## src/rtl/clk_en_pkg.sv

```systemverilog
// -----------------------------------------------------------------------------
// clk_en_pkg
// Shared definitions for the clock-enable scheduler:
//   ch_state_e       per-channel FSM state (OFF, RUN, RUN_PEND)
//   DIV_UART_115200  divisor giving a 115200 baud tick from the 50 MHz clock
//   DIV_1KHZ         divisor giving a 1 kHz tick (display refresh / timer)
//   STAT_W           width of the optional per-channel tick statistics counter
//   ch_idx_w()       channel-select width, never less than 1 bit
// Optional feature macro used by the other files: CLK_EN_SCHED_STAT_EN.
// -----------------------------------------------------------------------------
package clk_en_pkg;

    typedef enum logic [1:0] {
        OFF      = 2'd0,
        RUN      = 2'd1,
        RUN_PEND = 2'd2
    } ch_state_e;

    localparam int unsigned DIV_UART_115200 = 434;
    localparam int unsigned DIV_1KHZ        = 50000;
    localparam int unsigned STAT_W          = 16;

    function automatic int unsigned ch_idx_w(input int unsigned n);
        return (n > 1) ? $clog2(n) : 1;
    endfunction

endpackage

```

## src/rtl/clk_en_sched_if.sv

```systemverilog
// -----------------------------------------------------------------------------
// clk_en_sched_if
// Divisor configuration write port (valid/ready).
//   i_cfg_valid  write request                  (master -> slave)
//   i_cfg_ch     target channel                 (master -> slave)
//   i_cfg_div    divisor, 0 switches channel off (master -> slave)
//   o_cfg_ready  write accepted with valid      (slave -> master)
// Parameters NUM_CH and DIV_W must match the scheduler instance.
// -----------------------------------------------------------------------------
interface clk_en_sched_if
    import clk_en_pkg::*;
#(
    parameter int NUM_CH = 4,
    parameter int DIV_W  = 16
);
    localparam int CH_W = ch_idx_w(NUM_CH);

    logic             i_cfg_valid;
    logic             o_cfg_ready;
    logic [CH_W-1:0]  i_cfg_ch;
    logic [DIV_W-1:0] i_cfg_div;

    modport master (
        output i_cfg_valid, i_cfg_ch, i_cfg_div,
        input  o_cfg_ready
    );

    modport slave (
        input  i_cfg_valid, i_cfg_ch, i_cfg_div,
        output o_cfg_ready
    );

endinterface

```

## src/rtl/clk_en_ch.sv

```systemverilog
// -----------------------------------------------------------------------------
// clk_en_ch
// One tick channel: active divisor, period counter, shadow divisor and FSM.
//   clk50       system clock
//   i_reset     asynchronous active-low reset
//   i_wr        accepted configuration write for this channel
//   i_div       divisor carried by the write
//   i_sync      phase-align pulse (counter restarts at 0)
//   o_tick      one-cycle enable strobe, decoded from flops only
//   o_pending   shadow divisor waiting for the next period boundary
//   o_tick_cnt  saturating tick count (only with CLK_EN_SCHED_STAT_EN)
// -----------------------------------------------------------------------------
module clk_en_ch
    import clk_en_pkg::*;
#(
    parameter int DIV_W = 16
) (
    input  logic              clk50,
    input  logic              i_reset,
    input  logic              i_wr,
    input  logic [DIV_W-1:0]  i_div,
    input  logic              i_sync,
    output logic              o_tick,
    output logic              o_pending
`ifdef CLK_EN_SCHED_STAT_EN
   ,output logic [STAT_W-1:0] o_tick_cnt
`endif
);

    ch_state_e        r_state;
    logic [DIV_W-1:0] r_div;
    logic [DIV_W-1:0] r_cnt;
    logic [DIV_W-1:0] r_shd;

    logic             w_tick;
    logic             w_apply;
    logic [DIV_W-1:0] w_apply_div;
    logic [DIV_W-1:0] w_cnt_nxt;

    // r_div is never 0 outside OFF, so div-1 cannot underflow when it matters.
    assign w_tick    = (r_state != OFF) && (r_cnt == r_div - 1'b1);
    assign w_cnt_nxt = w_tick ? '0 : r_cnt + 1'b1;

    // A new divisor is applied at a period boundary of a pending channel, or
    // at once when sync arrives (a same-cycle write counts as arriving first).
    assign w_apply     = ((r_state == RUN) && i_wr && i_sync) ||
                         ((r_state == RUN_PEND) && (i_sync || w_tick));
    assign w_apply_div = (r_state == RUN_PEND) ? r_shd : i_div;

    // NOTE: state flops use non-blocking assignments so every register samples
    // the pre-edge values of the others, independent of statement order.
    always_ff @(posedge clk50 or negedge i_reset) begin
        if (!i_reset) begin
            r_state <= OFF;
            r_div   <= '0;
            r_cnt   <= '0;
            r_shd   <= '0;
        end else if (w_apply) begin
            r_shd <= '0;
            r_cnt <= '0;
            if (w_apply_div != '0) begin
                r_div   <= w_apply_div;
                r_state <= RUN;
            end else begin
                r_div   <= '0;
                r_state <= OFF;
            end
        end else begin
            case (r_state)
                OFF: begin
                    if (i_wr && (i_div != '0)) begin
                        r_div   <= i_div;
                        r_cnt   <= '0;
                        r_state <= RUN;
                    end
                end
                RUN: begin
                    r_cnt <= i_sync ? '0 : w_cnt_nxt;
                    // A write landing on a tick cycle waits for the next tick.
                    if (i_wr) begin
                        r_shd   <= i_div;
                        r_state <= RUN_PEND;
                    end
                end
                RUN_PEND: r_cnt <= w_cnt_nxt;
                default:  r_state <= OFF;
            endcase
        end
    end

    assign o_tick    = w_tick;
    assign o_pending = (r_state == RUN_PEND);

`ifdef CLK_EN_SCHED_STAT_EN
    logic [STAT_W-1:0] r_tick_cnt;

    always_ff @(posedge clk50 or negedge i_reset) begin
        if (!i_reset) begin
            r_tick_cnt <= '0;
        end else if (i_sync) begin
            r_tick_cnt <= '0;
        end else if (w_tick && (r_tick_cnt != '1)) begin
            r_tick_cnt <= r_tick_cnt + 1'b1;
        end
    end

    assign o_tick_cnt = r_tick_cnt;
`endif

endmodule

```

## src/rtl/clk_en_sched.sv

```systemverilog
// -----------------------------------------------------------------------------
// clk_en_sched
// Programmable clock-enable scheduler: NUM_CH independent one-cycle tick
// strobes derived from clk50, divisors written at run time.
//   clk50       50 MHz system clock
//   i_reset     asynchronous active-low reset
//   cfg         configuration write port (clk_en_sched_if.slave)
//   i_sync      single-cycle pulse, phase-aligns all running channels
//   o_tick      per-channel tick strobes
//   o_pending   per-channel "unapplied divisor held" flags
//   o_tick_cnt  per-channel saturating tick counts (CLK_EN_SCHED_STAT_EN only)
// Optional feature macro: CLK_EN_SCHED_STAT_EN.
// -----------------------------------------------------------------------------
module clk_en_sched
    import clk_en_pkg::*;
#(
    parameter int NUM_CH = 4,
    parameter int DIV_W  = 16
) (
    input  logic                           clk50,
    input  logic                           i_reset,
    clk_en_sched_if.slave                  cfg,
    input  logic                           i_sync,
    output logic [NUM_CH-1:0]              o_tick,
    output logic [NUM_CH-1:0]              o_pending
`ifdef CLK_EN_SCHED_STAT_EN
   ,output logic [NUM_CH-1:0][STAT_W-1:0]  o_tick_cnt
`endif
);

    localparam int CH_W = ch_idx_w(NUM_CH);

    logic [NUM_CH-1:0] w_sel;
    logic [NUM_CH-1:0] w_wr;
    logic              w_accept;

    // An out-of-range channel selects nothing, so it reads as ready and the
    // write is silently dropped.
    assign cfg.o_cfg_ready = ~|(w_sel & o_pending);
    assign w_accept        = cfg.i_cfg_valid && cfg.o_cfg_ready;
    assign w_wr            = w_sel & {NUM_CH{w_accept}};

    for (genvar g = 0; g < NUM_CH; g++) begin : g_ch
        assign w_sel[g] = (cfg.i_cfg_ch == CH_W'(g));

        clk_en_ch #(
            .DIV_W (DIV_W)
        ) u_ch (
            .clk50      (clk50),
            .i_reset    (i_reset),
            .i_wr       (w_wr[g]),
            .i_div      (cfg.i_cfg_div),
            .i_sync     (i_sync),
            .o_tick     (o_tick[g]),
            .o_pending  (o_pending[g])
`ifdef CLK_EN_SCHED_STAT_EN
           ,.o_tick_cnt (o_tick_cnt[g])
`endif
        );
    end

endmodule

```

## src/flat_wrapper.sv

```systemverilog
// flat-port wrapper written by rule: the top's interface ports become plain ports
module clk_en_sched_flat import clk_en_pkg::*;
#(
    parameter int NUM_CH = 4,
    parameter int DIV_W  = 16
)
  (clk50, i_reset, i_sync, o_tick, o_pending, cfg_i_cfg_valid, cfg_i_cfg_ch, cfg_i_cfg_div, cfg_o_cfg_ready);
  clk_en_sched_if #(.NUM_CH(NUM_CH), .DIV_W(DIV_W)) cfg_i ();
  input  logic clk50;
  input  logic i_reset;
  input  logic i_sync;
  output logic [NUM_CH-1:0] o_tick;
  output logic [NUM_CH-1:0] o_pending;
  input wire logic [$bits(cfg_i.i_cfg_valid)-1:0] cfg_i_cfg_valid;
  input wire logic [$bits(cfg_i.i_cfg_ch)-1:0] cfg_i_cfg_ch;
  input wire logic [$bits(cfg_i.i_cfg_div)-1:0] cfg_i_cfg_div;
  output wire logic [$bits(cfg_i.o_cfg_ready)-1:0] cfg_o_cfg_ready;
  assign cfg_i.i_cfg_valid = cfg_i_cfg_valid;
  assign cfg_i.i_cfg_ch = cfg_i_cfg_ch;
  assign cfg_i.i_cfg_div = cfg_i_cfg_div;
  assign cfg_o_cfg_ready = cfg_i.o_cfg_ready;
  clk_en_sched #(.NUM_CH(NUM_CH), .DIV_W(DIV_W)) u_core (.clk50(clk50), .i_reset(i_reset), .cfg(cfg_i), .i_sync(i_sync), .o_tick(o_tick), .o_pending(o_pending));
endmodule
```

## config.mk

```make
export PLATFORM = sky130hd
export DESIGN_NAME = clk_en_sched_flat
export DESIGN_NICKNAME = d
export VERILOG_FILES = /design/src/rtl/clk_en_pkg.sv /design/src/rtl/clk_en_sched_if.sv /design/src/rtl/clk_en_ch.sv /design/src/rtl/clk_en_sched.sv /design/src/flat_wrapper.sv
export SDC_FILE = /design/constraint.sdc
export NUM_CORES = 1
export LEC_CHECK = 0
export ABC_CLOCK_PERIOD_IN_PS = 4300
export BUFFER_PORTS_ARGS = -buffer_cell sky130_fd_sc_hd__buf_4
export CORE_ASPECT_RATIO = 1.5
export CORE_UTILIZATION = 55
export CTS_CLUSTER_SIZE = 40
export DETAILED_ROUTE_END_ITERATION = 10
export PLACE_DENSITY = 0.71
export SYNTH_ARGS = -nofsm -noshare
export SYNTH_HDL_FRONTEND = slang
export SYNTH_SLANG_ARGS = --single-unit
```

## constraint.sdc

```tcl
create_clock -name clk50 -period 4.3 [get_ports clk50]
set_clock_uncertainty 0.2 [all_clocks]
set_input_delay 0.215 -clock clk50 [delete_from_list [all_inputs] [get_ports clk50]]
set_output_delay 0.215 -clock clk50 [all_outputs]
set_load 0.05 [all_outputs]
```

# --- Word-level counts from Yosys, hierarchy flattened ---
# Cells that the tools add are included.
word_totals:
  in_bits: 22
  output_inout_bits: 9
  word_cells: 206
  ff_bits: 200
op_classes:
  mux: 72
  eq_ne: 27
  addsub: 8
  n_bitwise: 2
  reduce_logical: 81
ops:
  columns: ["cell", "count"]
  rows:
  - ["16-bit two-way mux", 48]
  - ["16-bit one-hot mux with 3 select lines", 4]
  - ["16-bit nonzero test", 5]
  - ["16-bit by 1-bit adder with 16-bit output (second input constant)", 4]
  - ["16-bit equality test", 4]
  - ["16-bit by 1-bit subtractor with 16-bit output (second input constant)", 4]
  - ["2-bit nonzero test", 20]
  - ["2-bit two-way mux", 12]
  - ["2-bit one-hot mux with 3 select lines", 4]
  - ["2-bit AND reduction", 12]
  - ["1-bit logical AND", 21]
  - ["4-bit nonzero test", 4]
  - ["2-bit equality test (second input constant)", 6]
  - ["3-bit by 2-bit != test with 1-bit output (second input constant)", 4]
  - ["3-bit != test (second input constant)", 4]
  - ["3-bit AND reduction", 4]
  - ["2-bit by 1-bit equality test with 1-bit output (second input constant)", 5]
  - ["2-bit logical NOT", 5]
  - ["4-bit AND", 2]
  - ["1-bit logical OR", 8]
  - ["2-bit by 1-bit != test with 1-bit output (second input constant)", 4]
  - ["1-bit two-way mux", 4]
  - ["4-bit OR reduction", 1]
  - ["1-bit logical NOT", 1]

# --- Depth between registers and ports, before layout ---
# Gate-level depths: netlist (run 1).
logic_depth:
  ltp_word: 11
  mapped_depth: 13
  depth_no_buf: 10

# --- Modules after synthesis ---
# Synthesis (run 1) repeated with hierarchy kept, for this count alone.
hier_totals:
  hier_cells: 1383
  hier_area_um2: 13198.9
modules_own_cells:
  columns: ["module", "instances", "seq_area_each_um2", "area_each_um2", "cells_each"]
  rows:
  - ["clk_en_ch at u_core.g_ch[2].u_ch ...", 2, 1251.2, 3306.9, 329]
  - ["clk_en_ch at u_core.g_ch[0].u_ch ...", 2, 1251.2, 3261.9, 359]
  - ["clk_en_sched", 1, 0.0, 61.3, 7]

# --- Least setup slack after synthesis (run 1) ---
# OpenSTA, ideal clock, no wires.
synth_path:
  path_kind: "reg-to-reg"
  startpoint: "register u_core.g_ch[0].u_ch.r_div[0]"
  endpoint: "register u_core.g_ch[0].u_ch.r_div[0]"
  setup_ps: 73
  synth_period_minus_slack_ps: 3427
  t_required_ps: 4027
  stages_incl_launch_ff: 13
  t_arrival_ps: 3154
  path_slack_ps: 873
  n_path_buf: 2
  path_cell_list: "dfrtp_1 inv_1 ha_1 nor3b_1 and3_1 o32ai_1 or4_4 o41ai_4 nand2_4 and2_1 buf_6 buf_6 a21oi_2"
synth_via:
  elab_chain_cells: 8
  word_cells_on_any_way: 10
  classes_between: "add/sub (1); eq/ne (1); mux (1); reduce/logical (7)"
synth_lines:
  columns: ["item", "line_no", "source"]
  rows:
  - ["start, declared", "clk_en_ch.sv:31", "logic [DIV_W-1:0] r_div;"]
  - ["start signal, assigned", "clk_en_ch.sv:62", "r_div <= w_apply_div;"]
  - ["start signal, assigned", "clk_en_ch.sv:72", "r_div <= i_div;"]
  - ["16-bit by 1-bit subtractor with 16-bit output (*)", "clk_en_ch.sv:41", "assign w_tick = (r_state != OFF) && (r_cnt == r_div - 1'b1);"]
  - ["16-bit equality test (*)", "clk_en_ch.sv:41", null]
  - ["1-bit logical AND (*)", "clk_en_ch.sv:41", null]
  - ["1-bit logical OR (*)", "clk_en_ch.sv:47", "((r_state == RUN_PEND) && (i_sync || w_tick));"]
  - ["1-bit logical AND (*)", "clk_en_ch.sv:47", null]
  - ["1-bit logical OR (*)", "clk_en_ch.sv:46", "assign w_apply = ((r_state == RUN) && i_wr && i_sync) ||"]
  - ["2-bit nonzero test (no source line)", null, null]
  - ["2-bit AND reduction (no source line)", null, null]
# Mark *: on every way between the ends. The rest lies on a longest branch, timed or not.
# A chain may end at the register's enable or synchronous reset.

# --- Final worst setup path (run 1) ---
layout_path:
  startpoint: "register u_core.g_ch[0].u_ch.r_div[0]"
  endpoint: "register u_core.g_ch[0].u_ch.r_div[8]"
# The elaborated chain is that of the path after synthesis.

==> flow_summary.toml, run 1 <==
[clock_tree]
cts_resized = 0
cts.root.buffer_cell = "clkbuf_16"
tritoncts_num_sinks = 200
cts_max_path_buffers = 2
path_clk_slew_ns = 0.08
cts-htree-levels = 4
cts_tree = "yes"
cts_buffers = 17
clk_latency_ns = 0.45

[sta]
max_slew_margin = 0.240
setup_violations = 0
hold_violations = 0
min_period_over_period = 0.934
rsz0062_at_grt = "false"
slew_violations = 0
finalSetupTns_ns = 0
tightest_slew_ns = 1.14
finalWorstSetupSlack_ns = 0.282
max_freq_ghz = 0.249
min_period_ns = 4.02

[finish]
stdcell_count = 1902
n_fill_cell = 2113
fin_area_mm2 = 0.0143
synthToLayoutAreaGrowth_pct = 8.75
n_antenna_cell = 0
drive_above_1_share = 0.0954
final-seq-area_mm2 = 0.00500
multiInputGateArea_mm2 = 0.00729
nets = 1621

[worst_setup_path]
cp.arrival_ns = 4.18
worstPathRequired_ns = 4.46
cp_max_fo = 16
critical_path_class = "flip-flop to flip-flop"
reg2reg_slack_ns = 0.28
crit_path_start_kind = "flip-flop"
endpoint_kind = "flip-flop"

[routing]
drtPass1Iterations = 5
wl_per_cell_um = 19.0
drtAntennaViolNets = 0
routed_via_density = 6.38
wl_um = 36100
dr_total_vias = 12100
drc_errors = 0
first_iter_violations = 964

[global_route]
antenna_found_initial = 0
grt_start_max_net_pins = 108
grt_pass1_vias = 11600
grt_usage = 0.304
grt_overflow = 0
grt_pass1_wl_um = 59300

[die]
dieWidth_um = 128
die_h_um = 192
design.core.area_mm2 = 0.0236
dieArea_mm2 = 0.0246
num_rows = 69
initial_core_util = 0.559
pin_count = 31

[worst_hold_path]
worstHoldPathType = "primary input to flip-flop"

[yosys]
netlist_area_mm2 = 0.0132
ys_seq_area_frac = 0.380
synth_nets = 1631
async_flop_share = 1.00
yosys_warnings = 0
synth_edf_count = 0
netlist-cell-type-count = 86
synthFlopType = "dfrtp_1"
synth_area_per_cell_um2 = 8.34
ys_seq_elements = 200
syn_inst = 1581

[place]
gp_congestion = 0.879
place_inst = 1851
portBuffers = 30
dp_slack_ns = 0.152
hpwl_um = 25500
dpl-instance-area_mm2 = 0.0136

[pwr]
p_per_area_mw_per_mm2 = 579
p_leak_nw = 6.02
p_total_mw = 8.30
vdd_drop_max_mv = 0.338

[outcome]
status = "completed"

[run]
max_cap_viol_count = 0
-- timing repair --
| item | 4_1_cts | 5_1_grt |
|---|---|---|
| setup endpoints to repair | 0 | 13 |
| hold buffers | 17 | 0 |
| setup buffers | 0 | 3 |
| hold endpoints to repair | 195 | 0 |
-- cell families (layout without fill, tap and decap cells) --
family                     Yosys count  in the layout  share of synthesized area
DFF                                200            200                      0.380
xor gates and xnor gates            71             71                     0.0482
AOI/OAI and AO/OA                  412            412                      0.217
buffers and inverters              215            217                     0.0670
and+or+nand+nor                    637            637                      0.246
muxes                               18             18                     0.0151
adders and majority gates           28             28                     0.0266
-- power by group --
group	total, mW	internal, mW	switching, mW
registers	3.20	2.44	0.762
clock network	1.55	0.756	0.790
logic	3.55	1.45	2.10
total	8.30	4.64	3.65
-- registers in the layout (all words and copies together) (netlist names) --
register / flops
u_core.g_ch.u_ch.r_shd: 64
u_core.g_ch.u_ch.r_div: 64
u_core.g_ch.u_ch.r_cnt: 64
u_core.g_ch.u_ch.r_state: 8
-- critical path, cell delays in order (launching register included) --
cell and delay (ns):
dfrtp_1 0.43, inv_1 0.11, ha_1 0.24, nor3b_1 0.65
and3_1 0.26, o32ai_1 0.10, or4_4 0.54, o41ai_4 0.60
nand2_4 0.08, and2_1 0.44, a21oi_1 0.27
-- cells in the final DEF, fill, tap and decap left out, drive strengths merged, types with 21 or more instances in the layout --
cell type	count
nand2	237
dfrtp	200
a21oi	124
inv	103
nor2	80
buf	70
nor3	62
nand3	58
o21ai	50
xnor2	40
nor4	39
o22ai	34
xor2	30
ha	28
a211oi	27
a221o	21
-- cell type report --
class,instances,share of cell area
timing repair buffer,88,0.0504
inverter,98,0.0257
multi-input combinational,1166,0.509
clock buffer,18,0.0299
sequential,200,0.349
clock inverter,13,0.00794
tap,319,0.0279
-- routing by layer --
metal  wire, um  up-vias  track usage
met5          0        -            0
met4       1910        0        0.179
met3       1620      121       0.0396
met2      18100      364        0.523
met1      14500     5923        0.361
li1           -     5724            -
-- synth_stat cells (12+ instances only) --
cell type  count  area share
a222oi_1      13      0.0099
o21ai_0       45       0.017
nand4_1       20      0.0095
a211oi_1      27       0.015
nor3_1        60       0.023
nand2_1      236       0.067
o31ai_1       16      0.0091
o22ai_1       34       0.016
a2111oi_0     18       0.012
ha_1          28       0.027
nor2b_1       14      0.0066
nand3_1       58       0.022
mux2i_1       12      0.0091
o32ai_1       19       0.013
xnor2_1       40       0.027
nor4_1        34       0.016
buf_1         18      0.0051
or2_2         14      0.0066
inv_1         97       0.028
nor2_1        80       0.023
and3_1        18      0.0085
clkbuf_1      69       0.020
xor2_1        30       0.020
dfrtp_1      200        0.38
or3_1         17      0.0081
and2_1        18      0.0085
a31oi_1       19      0.0090
buf_2         17      0.0065
a21oi_1      113       0.043
a221o_1       21       0.016
-- final timing paths --
kind | depth (start not counted) | to | start
setup reg to reg | 10 | u_core.g_ch[0].u_ch.r_div[8]$_DFFE_PN0P_ | u_core.g_ch[0].u_ch.r_div[0]$_DFFE_PN0P_
hold reg to reg | 1 | u_core.g_ch[0].u_ch.r_cnt[15]$_DFFE_PN0P_ | u_core.g_ch[0].u_ch.r_cnt[15]$_DFFE_PN0P_
min in group asynchronous | 2 | u_core.g_ch[3].u_ch.r_cnt[2]$_DFFE_PN0P_ | i_reset
hold / removal | 2 | u_core.g_ch[0].u_ch.r_shd[11]$_DFFE_PN0P_ | i_sync
setup / recovery | 10 | u_core.g_ch[0].u_ch.r_div[8]$_DFFE_PN0P_ | u_core.g_ch[0].u_ch.r_div[0]$_DFFE_PN0P_
max in group asynchronous | 3 | u_core.g_ch[0].u_ch.r_cnt[9]$_DFFE_PN0P_ | i_reset
-- per-stage QoR --
step	util	hold slack, ns
after CTS	0.607	0.168
after floorplan	-	-0.281
final	0.608	0.191
after global placement	0.577	0.205
after global routing	0.608	0.192
after detailed placement	0.577	0.206
(Power assumes the default switching activity.)
==> run 2, diff against run 1 <==
--- a/config.mk
+++ b/config.mk
@@ -5,8 +5,9 @@
 export SDC_FILE = /design/constraint.sdc
 export NUM_CORES = 1
 export LEC_CHECK = 0
+export ABC_AREA = 1
 export ABC_CLOCK_PERIOD_IN_PS = 4300
-export BUFFER_PORTS_ARGS = -buffer_cell sky130_fd_sc_hd__buf_4
+export BUFFER_PORTS_ARGS = -buffer_cell sky130_fd_sc_hd__buf_2
 export CORE_ASPECT_RATIO = 1.5
 export CORE_UTILIZATION = 55
 export CTS_CLUSTER_SIZE = 40
==> flow_summary.toml, run 2 <==
[finish]
drive_above_1_share = 0.0675
synthToLayoutAreaGrowth_pct = 7.12
nets = 2260
reg_top3 = "u_core.g_ch.u_ch.r_cnt x64, u_core.g_ch.u_ch.r_div x64, u_core.g_ch.u_ch.r_shd x64"
layout_commonest_cell = "nand2_1"
n_antenna_cell = 0
finish.utilization = 0.602
final_cell_mix = "nand2_1, nand3_1, nor2_1, dfrtp_1, inv_1"

[yosys]
yosys_warnings = 0
synth_fa_ha_area_frac = 0.0240
yosys.area_share.simple = 0.407
synth_top_area_share = 0.343
synthFlopType = "dfrtp_1"
netlist-cell-type-count = 51
ys_seq_area_frac = 0.343
synthMuxAreaShare = 0.000773
synth_nets = 2267
synth_area_per_cell_um2 = 6.57
yosys-top-cells-count = "nand2_1, nand3_1, nor2_1"
syn_inst = 2217
netlist_area_mm2 = 0.0146
synth_top_area_cell = "dfrtp_1"
async_flop_share = 1.00
synth_edf_count = 0
synth_compound_area_frac = 0.0814
synth_top_family_by_area = "simple AND/OR/NAND/NOR gates"
ys_seq_elements = 200
synth.area.top_cells = "dfrtp_1, nand2_1, nand3_1"
yosys.area_share.xor_xnor = 0.0595
synth_most_common_cell = "nand2_1"

[die]
die_h_um = 201
pin_count = 31
dieWidth_um = 135
initial_core_util = 0.562
num_rows = 72
design.core.area_mm2 = 0.0259
dieArea_mm2 = 0.0272

[clock_tree]
cts_tree = "yes"
cts.root.buffer_cell = "clkbuf_16"
tritoncts_num_sinks = 200
cts_max_path_buffers = 2
path_clk_slew_ns = 0.08
cts-htree-levels = 4
post-cts-setup-buffers = 0
cts_buffers = 17
clk_latency_ns = 0.46

[sta]
min_period_ns = 3.53
finalSetupTns_ns = 0
max_freq_ghz = 0.283
rsz0062_at_grt = "false"
tightest_slew_ns = 1.18
slew_violations = 0
hold_violations = 0
max_slew_margin = 0.212
min_period_over_period = 0.821
setup_violations = 0

[routing]
dr_total_vias = 14000
drtPass1Iterations = 5
first_iter_violations = 756
drtAntennaViolNets = 0
wl_per_cell_um = 16.0
wl_um = 40900
drc_errors = 0
routed_via_density = 5.47

[global_route]
grt_pass1_wl_um = 67200
grt_overflow = 0
antenna_found_initial = 1
grt_start_max_net_pins = 100
grt_usage = 0.316
grt_pass1_vias = 13600

[worst_hold_path]
worstHoldPathType = "primary input to flip-flop"

[worst_setup_path]
cp_max_fo = 60
crit_end = "u_core.g_ch[2].u_ch.r_cnt[11]$_DFFE_PN0P_"
endpoint_kind = "flip-flop"
crit_path_start_kind = "flip-flop"
cp.arrival_ns = 3.72
reg2reg_slack_ns = 0.77
critical_path_class = "flip-flop to flip-flop"
crit-reg2reg-launch = "u_core.g_ch[2].u_ch.r_state[0]$_DFFE_PN0P_"
r2r_cells = 16
critPathLaunch = "u_core.g_ch[2].u_ch.r_state[0]$_DFFE_PN0P_"
r2r_end = "u_core.g_ch[2].u_ch.r_cnt[11]$_DFFE_PN0P_"
worstPathRequired_ns = 4.49

[place]
hpwl_um = 30600
portBuffers = 30
gp_congestion = 0.949

[run]
max_cap_viol_count = 0

[pwr]
vdd_drop_max_mv = 0.339
p_leak_nw = 7.81
p_per_area_mw_per_mm2 = 613

[outcome]
status = "completed"
-- run 2: cell count changes after synthesis, moves of 80 or more --
cell and change:
a21oi_1 -80, inv_1 +87, nand2_1 +576, nand3_1 +154, nor2_1 +122, o21ai_0 +87
-- run 2: worst min-delay path by stage --
stage               slack, ns             from  cells after the start                                        to
floorplan               -0.28          i_reset                      0  u_core.g_ch[0].u_ch.r_cnt[0]$_DFFE_PN0P_
global placement         0.16          i_reset                      1  u_core.g_ch[2].u_ch.r_cnt[5]$_DFFE_PN0P_
detailed placement       0.16          i_reset                      1  u_core.g_ch[2].u_ch.r_cnt[5]$_DFFE_PN0P_
CTS                      0.07  cfg_i_cfg_ch[0]                      5  u_core.g_ch[1].u_ch.r_shd[1]$_DFFE_PN0P_
global route             0.11  cfg_i_cfg_ch[0]                      5  u_core.g_ch[1].u_ch.r_shd[1]$_DFFE_PN0P_
finish                   0.09  cfg_i_cfg_ch[0]                      5  u_core.g_ch[1].u_ch.r_shd[1]$_DFFE_PN0P_
-- run 2: critical path, cell delays in order (launching register included) --
cell and delay (ns):
dfrtp_1 0.38, inv_1 0.09, ha_1 0.20, buf_4 0.18, nand3_1 0.10, nand2_1 0.09
nor2_4 0.15, nand2_4 0.08, nor3_4 0.16, nand2_2 0.31, o21ai_4 0.39, nand2_4 0.37
nand2_2 0.22, nand2_4 0.16, clkinv_2 0.22, nand2_1 0.07, nand2_1 0.07
-- run 2: layout make-up --
cell class              instances  area, um^2
flip-flops and latches        200        5000
repair buffers                 61         447
well taps                     333         417
inverters                     200         752
multi-input cells            1730        8340
clock buffers                  20         457
clock inverters                12         189
fillers                      2556       10300
-- run 2: report_power, final --
group	internal, mW	leakage [nW]	switching (mW)
Sequential	2.49	2.59	0.558
Clock	1.01	0.312	0.763
Combinational	1.54	4.90	3.21
-- run 2: kinds of logic (layout without fill, tap and decap cells) --
group,Yosys count,in the layout
compound gates,216,216
fa+ha+maj,28,28
flops,200,200
mux,1,1
simple gates,1386,1386
buf+inv,287,293
xor+xnor,99,99
-- run 2: what timing repair did --
action,4_1_cts,5_1_grt
hold endpoints to repair,163,0
resized for setup,0,0
hold buffers,17,0
-- run 2: stage by stage --
| step | total power [mW] | setup WS, ns | cell area (um^2) | hold slack [ns] | instances |
|---|---|---|---|---|---|
| 5_1_grt | 10.4 | 0.450 | 15600 | 0.114 | 2556 |
| 3_5_place_dp | 7.77 | 0.820 | 14800 | 0.158 | 2507 |
| 3_3_place_gp | 7.66 | 0.924 | 14800 | 0.156 | 2507 |
| 6_report | 9.57 | 0.771 | 15600 | 0.0920 | 2556 |
| 4_1_cts | 9.60 | 0.806 | 15600 | 0.0702 | 2556 |
| 2_1_floorplan | 6.73 | 1.48 | 14600 | -0.281 | 2217 |
-- run 2: routing by layer --
| metal | vias to the layer above | GRT usage | wire, um |
|---|---|---|---|
| met5 | - | 0 | 8 |
| met4 | 2 | 0.204 | 2610 |
| met2 | 339 | 0.559 | 20500 |
| met1 | 6461 | 0.354 | 16200 |
| met3 | 128 | 0.0393 | 1540 |
| li1 | 7042 | - | - |
